<file path="src/rtl/sort_pkg.sv">
// Shared definitions for the array split/sort datapath: FSM state encoding and element width.
package sort_pkg;

  localparam int ELEM_W = 8;

  typedef enum logic [1:0] {
    IDLE   = 2'd0,
    FILL_L = 2'd1,
    FILL_R = 2'd2,
    DONE   = 2'd3
  } state_t;

endpackage

</file>
<file path="src/rtl/split_arrays.sv">
// Drains 2*INPUT_ARR_LEN elements from a source FIFO, sending the first half to the
// left FIFO and the second half to the right FIFO, then pulses done for one cycle.
module split_arrays
  import sort_pkg::*;
#(
  parameter int INPUT_ARR_LEN = 2,
  parameter int VAR_LEN       = 4
) (
  input  logic              clk,
  input  logic              rst,
  input  logic              start,
  input  logic [ELEM_W-1:0] in_data,
  input  logic              in_empty,
  output logic              rd_in,
  output logic [ELEM_W-1:0] data_L,
  output logic              wr_L,
  input  logic              full_L,
  output logic [ELEM_W-1:0] data_R,
  output logic              wr_R,
  input  logic              full_R,
  output logic              busy,
  output logic              done
);

  localparam logic [VAR_LEN-1:0] LAST_IDX = VAR_LEN'(INPUT_ARR_LEN - 1);

  state_t             state_q, state_d;
  logic [VAR_LEN-1:0] count_q, count_d;

  always_ff @(posedge clk) begin
    if (rst) begin
      state_q <= IDLE;
      count_q <= '0;
    end else begin
      state_q <= state_d;
      count_q <= count_d;
    end
  end

  // Strobes are gated by rst so an abandoned job never pops or writes in the reset cycle.
  always_comb begin
    state_d = state_q;
    count_d = count_q;
    rd_in   = 1'b0;
    wr_L    = 1'b0;
    wr_R    = 1'b0;
    data_L  = '0;
    data_R  = '0;
    busy    = 1'b0;
    done    = 1'b0;

    case (state_q)
      IDLE: begin
        count_d = '0;
        if (start) state_d = FILL_L;
      end
      FILL_L: begin
        busy = 1'b1;
        if (!rst && !in_empty && !full_L) begin
          rd_in  = 1'b1;
          wr_L   = 1'b1;
          data_L = in_data;
          if (count_q == LAST_IDX) begin
            count_d = '0;
            state_d = FILL_R;
          end else begin
            count_d = count_q + 1'b1;
          end
        end
      end
      FILL_R: begin
        busy = 1'b1;
        if (!rst && !in_empty && !full_R) begin
          rd_in  = 1'b1;
          wr_R   = 1'b1;
          data_R = in_data;
          if (count_q == LAST_IDX) begin
            count_d = '0;
            state_d = DONE;
          end else begin
            count_d = count_q + 1'b1;
          end
        end
      end
      DONE: begin
        busy    = 1'b1;
        done    = 1'b1;
        state_d = IDLE;
      end
      default: state_d = IDLE;
    endcase
  end

endmodule

</file>
<file path="config.mk">
export PLATFORM = sky130hd
export DESIGN_NAME = split_arrays
export DESIGN_NICKNAME = d
export VERILOG_FILES = /design/src/rtl/sort_pkg.sv /design/src/rtl/split_arrays.sv
export SDC_FILE = /design/constraint.sdc
export NUM_CORES = 1
export LEC_CHECK = 0
export BUFFER_PORTS_ARGS = -buffer_cell sky130_fd_sc_hd__buf_2
export CAP_MARGIN = 15
export CORE_UTILIZATION = 37
export CTS_CLUSTER_DIAMETER = 100
export DETAILED_ROUTE_END_ITERATION = 7
export GPL_TIMING_DRIVEN = 1
export PLACE_DENSITY = 0.77
export SYNTH_ARGS = -nofsm -noshare
export SYNTH_HDL_FRONTEND = slang
export SYNTH_SLANG_ARGS = --single-unit
export TNS_END_PERCENT = 30
</file>
<file path="constraint.sdc">
create_clock -name clk -period 1.7 [get_ports clk]
set_clock_uncertainty 0.05 [all_clocks]
set_input_delay 0.085 -clock clk [delete_from_list [all_inputs] [get_ports clk]]
set_output_delay 0.085 -clock clk [all_outputs]
set_load 0.01 [all_outputs]
</file>
Word level (Yosys, flattened, before mapping)
Index checks and enable logic that the tools add are counted.
Storage, ports and cells
  register bits: 6
  output and inout port bits: 21
  word-level logic and storage cells: 45
Operators by class
  muxes and demuxes: 21
  add/subtract/negate cells: 1
  reductions and logical operators: 12
  eq/ne operators: 9
Operators with widths (count)
  2-to-1 mux 8 bit: 4
  2-to-1 mux 4 bit: 3
  case mux 4 bit (3 select lines): 1
  2-to-1 mux 2 bit: 5
  inequality test 2 bit, second input constant: 5
  case mux 2 bit (4 select lines): 1
  2-to-1 mux 1 bit: 6
  AND reduction 5 bit: 1
  adder 4 x 1 -> 4 bit, second input constant: 1
  equality test 2 bit, second input constant: 2
  equality test 4 x 1 -> 1 bit, second input constant: 1
  logical NOT 1 bit: 4
  logical AND 1 bit: 3
  AND reduction 3 bit: 1
  nonzero test 3 bit: 1
  OR reduction 3 bit: 1
  equality test 2 x 1 -> 1 bit, second input constant: 1
  logical NOT 2 bit: 1
  case mux 1 bit (2 select lines): 1

Logic depth before layout (Yosys ltp)
Gate-level depths: netlist of run 1.
  depth after elaboration: 5
  mapped depth: 6
  gate-level depth less buffers: 6

Worst setup path before layout of run 1
Ideal clock, no wire load.
  path type: register to register
  start point: register state_q[0]
  end point: register state_q[0]
  path buffers: 0
  cell stages (with the launch flop): 7
  slack: -34 ps
  data arrival time: 1614 ps
  period minus slack after synthesis: 1734 ps
  path through: dfxtp_1 -> inv_1 -> ha_1 -> a22oi_4 -> nand2_2 -> or4_1 -> a21oi_1
On the way
  word-level cells in the longest chain between the ends: 3
Ends and longest elaborated chain
  start: declaration: line split_arrays.sv:27  | state_t state_q, state_d;
  start signal: assignment: line split_arrays.sv:35  | state_q <= state_d;
  equality test 2 bit, or another cell as far along: line split_arrays.sv:52  | case (state_q)
  inequality test 2 bit (no source line)
  AND reduction 5 bit (no source line)
Parallel ways exist; a longest one is shown, timed or not.
A chain may end at the register's enable or synchronous reset.

Worst setup path in the final report of run 1
  start point: register state_q[0]
  end point: register state_q[1]
Same word-level chain as after synthesis.

==> results of run 1 <==
==> worst max-delay path, delay by kind of cell (launching register included) <==
kind,cells,cell delay [ns]
buffers and inverters,1,0.06
adders and majority gates,1,0.18
DFF,1,0.35
and+or+nand+nor,2,0.62
AOI/OAI and AO/OA,2,0.33
==> metal layers <==
layer,GRT usage (%),vias to the layer above
li1,-,336
met1,28.1,307
met2,37.5,24
met3,4.89,2
met4,4.84,0
met5,0,-
==> layout by cell type, fill, tap and decap left out <==
master / synthesis / layout
and3b_2: 1 / 1
o31ai_1: 3 / 3
nor2b_1: 1 / 1
a31oi_1: 1 / 1
nor4b_4: 0 / 2
and2_4: 0 / 2
a21oi_1: 5 / 3
or4_4: 0 / 2
inv_1: 5 / 3
inv_4: 0 / 1
ha_4: 0 / 2
buf_4: 0 / 9
nand2b_1: 1 / 1
nor2_1: 7 / 7
dfxtp_4: 0 / 1
inv_2: 0 / 1
nor3b_2: 0 / 1
and2_1: 16 / 14
and3_1: 1 / 1
nand3b_1: 2 / 2
a22oi_4: 1 / 1
a311oi_1: 1 / 1
o21ai_0: 2 / 2
o22ai_2: 1 / 1
a21oi_2: 0 / 2
buf_6: 1 / 3
dfxtp_2: 0 / 1
nand2_2: 1 / 1
dfxtp_1: 6 / 4
clkbuf_4: 0 / 3
ha_1: 6 / 4
buf_2: 0 / 33
nand4b_1: 1 / 1
==> registers in the layout, summed over array words and instances (netlist names) <==
name and flops:
count_q 4, state_q 2
==> power breakdown <==
| part | internal [mW] | switching, mW | total [mW] |
|---|---|---|---|
| Sequential | 0.176 | 0.0325 | 0.209 |
| Combinational | 0.359 | 0.365 | 0.724 |
| Clock | 0.0799 | 0.0526 | 0.133 |
==> kinds of logic (layout without fill, tap and decap cells) <==
kind of cell               count (synthesis)  in the layout  synth area share, %
and+or+nand+nor                           36             36                 41.8
buffers and inverters                      6             53                 5.27
AOI/OAI and AO/OA                         14             14                 18.7
adders and majority gates                  6              6                 13.2
DFF                                        6              6                 21.1
==> path summary, 6_finish.rpt <==
| kind | start | to | slack (ns) | depth (start not counted) |
|---|---|---|---|---|
| worst min-delay path | rst | state_q[1] | 0.14 | 2 |
| worst min register to register | count_q[3] | count_q[3] | 0.45 | 1 |
| worst max-delay path | state_q[0] | state_q[1] | 0.06 | 6 |
| worst max register to register | state_q[0] | state_q[1] | 0.06 | 6 |
==> through the flow <==
| step | utilization [%] | area [µm²] | total power [mW] | setup WS, ns |
|---|---|---|---|---|
| floorplan | - | 572 | 0.540 | 0.0268 |
| global placement | 58.7 | 802 | 0.748 | 0.0179 |
| detailed placement | 58.7 | 802 | 0.767 | -0.0799 |
| CTS | 64.0 | 875 | 0.968 | 0.00561 |
| global route | 68.9 | 941 | 1.13 | -0.0353 |
| finish | 68.9 | 941 | 1.07 | 0.0551 |
==> final cells by class <==
cell class	count	area share, %
Timing Repair Buffer	45	28.3
Clock buffer	3	2.39
Tap cell	15	1.99
Multi-Input combinational cell	56	51.7
Inverter	5	2.26
Sequential cell	6	13.3
==> repair_timing <==
action                                  4_1_cts  5_1_grt
buffers inserted                              1        1
endpoints found under the setup margin       11       19
endpoints found under the hold margin         0        0
resized for setup                             8       16
pin swaps                                     1        6
cloned                                        1        1
==> impl_metrics.toml, run 1 <==
[floorplanning]
io_pins = 35
die_x_um = 41.2
rows = 13
die_y_um = 41.2
coreArea_um2 = 1370
initial_utilization_pct = 41.7
dieArea_um2 = 1700

[clock_network]
clk_pin_slew_ns = 0.04
cts_tree = "done"
insertion_delay_ns = 0.24
h-tree-depth = 1
cts_buffers = 3
clk_path_buf_depth = 2
cts-root-buf = "clkbuf_4"
cts.sinks = 6
cts_hold_buf = 0

[global_route]
grt_max_degree = 11
antenna_found_initial = 0
grt_pass1_vias = 541
grt_usage_pct = 22.0
grt.overflow.total = 0
grt_pass1_wl_um = 2450

[synth]
syn_area_per_cell_um2 = 8.37
synth_top_area_share_pct = 21.1
synth_commonest_cells = "and2_1, nor2_1, dfxtp_1, ha_1"
yosys_warnings = 0
synth_area_leaders = "dfxtp_1, and2_1, ha_1"
syn-instance-count = 68
yosysMostFrequentCell = "and2_1"
synthArstFlopShare_pct = 0
ys_seq_area_share_pct = 21.1
synthFlopType = "dfxtp_1"
syn_nets = 88
synth_area_um2 = 569
ys_ff_latch = 6
synth_edf_count = 0
yosys.area.top_type = "dfxtp_1"
yosys.cell_types.count = 23

[placement]
dp_hpwl_um = 1270
place.gp.congestion = 0.735
dp_cells = 123
port_buffers = 34

[critical_path]
end_kind = "flop"
cp_slowest_stage_delay_ns = 0.52
critical_path_class = "reg -> reg"
cp_slowest_cell = "or4_4"
cp_max_fo = 5
crit_arrival_ns = 1.77
required_ns = 1.82
cp_cell_sequence = "inv_2, ha_4, a22oi_4, nand2_2, or4_4, a21oi_2"
start_kind = "flop"

[sta]
holdWs_ns = 0.136
tns_ns = 0
worst_slew_pin_slew_ns = 0.327
finalSetupViolCount = 0
min_period_ns = 1.64
final_hold_viol_count = 0
rsz0062_at_grt = "yes"
period_share_pct = 96.8
slew_viol_final = 0
worst_slew_margin_rel_pct = 78.0
max_freq_mhz = 608

[cells_and_area]
n_fill_cell = 121
multiInputGateArea_um2 = 487
seq_area_um2 = 125
drive_gt1_share_pct = 58.3
final_cells = 130
insertedDiodeCount = 0
final_nets = 137
area_growth_syn_to_layout_pct = 65.3

[route]
drt-met1-wl_um = 826
wl_met3_um = 71
highest_layer = "met4"
vias_per_cell = 5.15
drtIter0Drc = 12
vias = 669
ant_nets = 0
drc = 0
met2_length_um = 891
wl_um = 1800
wl_per_cell_um = 13.8
dr.pass1.iters = 4

[outcome]
status = "finished, final reports clean"

[pwr]
p_leak_nw = 0.506
irDropWorstVdd_mv = 1.03
p_per_area_nw_per_um2 = 1130

[run]
cap_violations = 0

[min_path]
min_path_type = "in -> reg"
Note: power is estimated with default switching activity, not from simulation.
==> run 2, diff against run 1 <==
CORE_MARGIN = 4   (was not set)
REMOVE_ABC_BUFFERS = 1   (was not set)
==> impl_metrics.toml, run 2 (synthesized netlist as in run 1, its figures left out) <==
[outcome]
status = "finished, final reports clean"

[global_route]
grt_usage_pct = 17.1
antenna_found_initial = 0
grt_pass1_wl_um = 2740
grt_max_degree = 11
grt.overflow.total = 0
grt_pass1_vias = 630

[sta]
final_hold_viol_count = 0
worst_slack_ns = 0.0466
slew_viol_final = 0
min_period_ns = 1.65
worst_slew_margin_rel_pct = 80.1
tns_ns = 0
worst_slew_pin_slew_ns = 0.296
holdWs_ns = 0.116
period_share_pct = 97.3
rsz0062_at_grt = "yes"
max_freq_mhz = 605
finalSetupViolCount = 0

[floorplanning]
die_x_um = 47.2
coreArea_um2 = 1370
initial_utilization_pct = 41.7
dieArea_um2 = 2230
io_pins = 35
die_y_um = 47.2
rows = 13

[cells_and_area]
multiInputGateArea_um2 = 479
mostFrequentLayoutCell = "buf_2"
fin_area_um2 = 911
n_fill_cell = 115
final_nets = 135
layout_common_cells = "buf_2, and2_1, buf_4, nor2_1"
seq_area_um2 = 128
area_growth_syn_to_layout_pct = 60.0
final_cells = 128
top_regs = "count_q (4), state_q (2)"
drive_gt1_share_pct = 55.8
regMostFlops = "count_q"
largest_register_ffs = 4
insertedDiodeCount = 0

[route]
drtIter0Drc = 9
wl_per_cell_um = 13.8
vias = 654
wl_um = 1760
dr.pass1.iters = 4
ant_nets = 0
vias_per_cell = 5.11
drc = 0

[critical_path]
crit_arrival_ns = 1.77
start_kind = "flop"
cp_slowest_cell = "or4_4"
critical_path_class = "reg -> reg"
r2r-start = "state_q[1]"
r2r_setup_slack_ns = 0.05
r2r_cells = 6
cp_cell_sequence = "inv_4, ha_4, a22oi_4, nand2_2, or4_4, a21oi_2"
required_ns = 1.82
cp_slowest_stage_delay_ns = 0.54
end_kind = "flop"
cp_max_fo = 4
rr_endpoint = "state_q[0]"

[placement]
dp_cells = 123
place.gp.congestion = 0.740
dp_hpwl_um = 1250
place_area_um2 = 800
pre_cts_ws_ns = -0.0875
port_buffers = 34

[clock_network]
clk_pin_slew_ns = 0.05
cts_buffers = 3
cts_tree = "done"
h-tree-depth = 1
insertion_delay_ns = 0.25
clk_path_buf_depth = 2
post_cts_buffers = 0
cts_hold_buf = 0
cts.sinks = 6
cts-root-buf = "clkbuf_4"

[pwr]
p_leak_nw = 0.490
irDropWorstVdd_mv = 0.660
p_per_area_nw_per_um2 = 1110

[min_path]
min_path_type = "in -> reg"
hold_path.startpoint = "rst"
min_path_cells = 2
hold_end = "state_q[0]"

[run]
cap_violations = 0
run 2: worst max-delay path by stage:
stage / from / endpoint / slack (ns)
after floorplan: state_q[0] / state_q[0] / -0.03
after global placement: state_q[0] / state_q[0] / -0.03
after detailed placement: state_q[0] / state_q[0] / -0.09
after CTS: state_q[1] / state_q[0] / 0.002
after global routing: state_q[0] / rd_in / -0.06
final: state_q[1] / state_q[0] / 0.05
run 2: cell type report:
| type | count | share of cell area [%] |
|---|---|---|
| Multi-Input combinational cell | 56 | 52.6 |
| Timing Repair Buffer | 43 | 26.2 |
| Sequential cell | 6 | 14.0 |
| Inverter | 5 | 2.61 |
| Clock buffer | 3 | 2.47 |
| Tap cell | 15 | 2.06 |
run 2: routing by layer:
| layer | up-vias | wire length, µm | part of all wire (%) | GRT usage [%] |
|---|---|---|---|---|
| met1 | 308 | 756 | 43 | 20.5 |
| met3 | 0 | 64 | 3.6 | 5.75 |
| met2 | 12 | 942 | 53 | 29.4 |
| li1 | 334 | - | - | - |
| met5 | - | 0 | 0 | 0 |
| met4 | 0 | 0 | 0 | 3.31 |
run 2: per-stage QoR:
step / utilization [%] / total power, mW
3_5_place_dp: 58.5 / 0.758
6_report: 66.7 / 1.01
4_1_cts: 63.2 / 0.944
3_3_place_gp: 58.5 / 0.746
5_1_grt: 66.7 / 1.08
2_1_floorplan: - / 0.532
run 2: worst max-delay path, delay by kind of cell, from the launching register on:
kind	cells	cell delay, ns
AOI/OAI and AO/OA	2	0.29
DFF	1	0.39
buffers and inverters	1	0.05
and+or+nand+nor	2	0.64
adders and majority gates	1	0.17
run 2: timing repair:
item,CTS,global route
endpoints found under the setup margin,19,11
gates cloned,1,1
pin swaps,0,8
resized for setup,9,13
run 2: where the power goes:
group	switching [mW]	leakage [nW]	total, mW	internal, mW
sequential	0.0380	0.0501	0.217	0.179
clock	0.0566	0.0138	0.137	0.0802
combinational	0.335	0.426	0.661	0.325
total	0.430	0.490	1.01	0.584
==> run 3, diff against run 2 <==
--- a/config.mk
+++ b/config.mk
@@ -9,3 +9,3 @@
 export CAP_MARGIN = 15
-export CORE_MARGIN = 4
+export CORE_MARGIN = 2
 export CORE_UTILIZATION = 37
@@ -16,2 +16,3 @@
 export REMOVE_ABC_BUFFERS = 1
+export SETUP_SLACK_MARGIN = 0.3
 export SYNTH_ARGS = -nofsm -noshare
==> constraint.sdc (replaced) <==
create_clock -name clk -period 1.7 [get_ports clk]
set_clock_uncertainty 0.05 [all_clocks]
set_input_delay 0.255 -clock clk [delete_from_list [all_inputs] [get_ports clk]]
set_output_delay 0.255 -clock clk [all_outputs]
set_load 0.01 [all_outputs]
==> impl_metrics.toml, run 3 (synthesized netlist as in run 1, its figures left out) <==
[sta]
finalSetupViolCount = 18
worst_slew_margin_rel_pct = 77.4
min_period_ns = 1.79
final_hold_viol_count = 0
slew_viol_final = 0
max_freq_mhz = 558
holdWs_ns = 0.313
worst_slew_pin_slew_ns = 0.338
worst_slack_ns = -0.0912
rsz0062_at_grt = "yes"
period_share_pct = 105

[clock_network]
cts-root-buf = "clkbuf_4"
cts_buffers = 3
clk_path_buf_depth = 2
h-tree-depth = 1
cts.sinks = 6
cts_tree = "done"
clk_pin_slew_ns = 0.04
insertion_delay_ns = 0.25

[cells_and_area]
largest_register_ffs = 4
top_regs = "count_q (4), state_q (2)"
insertedDiodeCount = 0
area_growth_syn_to_layout_pct = 91.4
drive_gt1_share_pct = 70.7
final_util_pct = 74.1
layout_common_cells = "buf_2, buf_4, and2_1, buf_6"
n_fill_cell = 101
final_nets = 145
final_cells = 139
mostFrequentLayoutCell = "buf_2"
regMostFlops = "count_q"

[route]
vias = 695
vias_per_cell = 5.00
dr.pass1.iters = 4
drc = 0
ant_nets = 0
wl_um = 1850
wl_per_cell_um = 13.3
drtIter0Drc = 14

[global_route]
grt_usage_pct = 20.1
grt_max_degree = 10
grt_util_met2_pct = 36.7
antenna_found_initial = 0
grt.busiest_layer = "met2"
use_met3_pct = 5.11
grt_pass1_wl_um = 2880
grt_use_met1_pct = 23.5
grt.overflow.total = 0
grt_pass1_vias = 655

[critical_path]
cp_slowest_stage_delay_ns = 0.36
crit_family = "buffers and inverters"
cp_cell_sequence = "buf_6, ha_4, nor4b_4, buf_4, nor2_2, nor2_1, buf_2"
required_ns = 1.39
end_kind = "output pin"
critical_path_class = "reg -> out"
crit_buf_inv = 3
cp_slowest_cell = "dfxtp_4"
cp_max_fo = 5
crit_arrival_ns = 1.49
start_kind = "flop"

[placement]
port_buffers = 34
dp_hpwl_um = 1260
place.gp.congestion = 0.856
dp_cells = 131
pre_cts_ws_ns = -0.0536

[floorplanning]
dieArea_um2 = 1870
initial_utilization_pct = 38.7
coreArea_um2 = 1470
die_x_um = 43.2
die_y_um = 43.2
rows = 14
io_pins = 35

[outcome]
violations = "setup timing"
status = "finished with violations"

[pwr]
total_power_mw = 1.32
p_int_mw = 0.780
irDropWorstVdd_mv = 0.987
seqPwrFrac_pct = 15.8
comb_power_share_pct = 74.3
p_sw_mw = 0.539
p_clk_share_pct = 10.0
switching_share_pct = 40.9
p_leak_nw = 0.544
p_per_area_nw_per_um2 = 1210

[run]
cap_violations = 0

[min_path]
min_path_type = "in -> reg"
run 3: final cells by class:
class,count,area [µm²],area share [%]
Inverter,5,18.8,1.72
Sequential cell,6,128,11.7
Multi-Input combinational cell,56,564,51.8
Clock buffer,3,22.5,2.07
Timing Repair Buffer,53,337,30.9
Tap cell,16,20.0,1.84
run 3: final timing paths:
check / startpoint / to / slack, ns / depth (start not counted)
worst max-delay path: state_q[1] / rd_in / -0.09 / 7
worst min-delay path: rst / state_q[1] / 0.31 / 2
worst max register to register: state_q[1] / state_q[1] / -0.05 / 7
worst min register to register: count_q[1] / count_q[1] / 0.45 / 2
run 3: repair_timing:
item,4_1_cts,5_1_grt
setup buffers,3,0
cloned,2,0
pin swaps,10,14
endpoints found under the setup margin,26,27
hold buffers,0,0
resized for setup,18,27
run 3: power groups by stage:
stage               Clock (mW)  Sequential (mW)  Combinational (mW)
floorplan                    0            0.194               0.338
global placement             0            0.191               0.651
detailed placement           0            0.192               0.666
CTS                      0.140            0.201               0.787
global route             0.155            0.211                1.06
finish                   0.131            0.208               0.979
run 3: routing by layer:
metal | vias to the layer above | share of wire, %
met5 | - | 0
met4 | 0 | 0
met3 | 0 | 4.4
met2 | 19 | 56
met1 | 323 | 39
li1 | 353 | -
run 3: worst reg2reg max path, cell delays in order (launching register included):
cell and delay [ns]:
dfxtp_4 0.35, buf_6 0.12, ha_4 0.16, buf_4 0.14
o22ai_4 0.13, nand2_2 0.10, or4_4 0.52, a21oi_2 0.11
run 3: metrics by stage:
stage	setup TNS (ns)	area (µm²)
floorplan	-1.15	558
global placement	-0.0193	853
detailed placement	-0.0654	853
CTS	-1.39	975
global route	-2.71	1090
finish	-1.10	1090
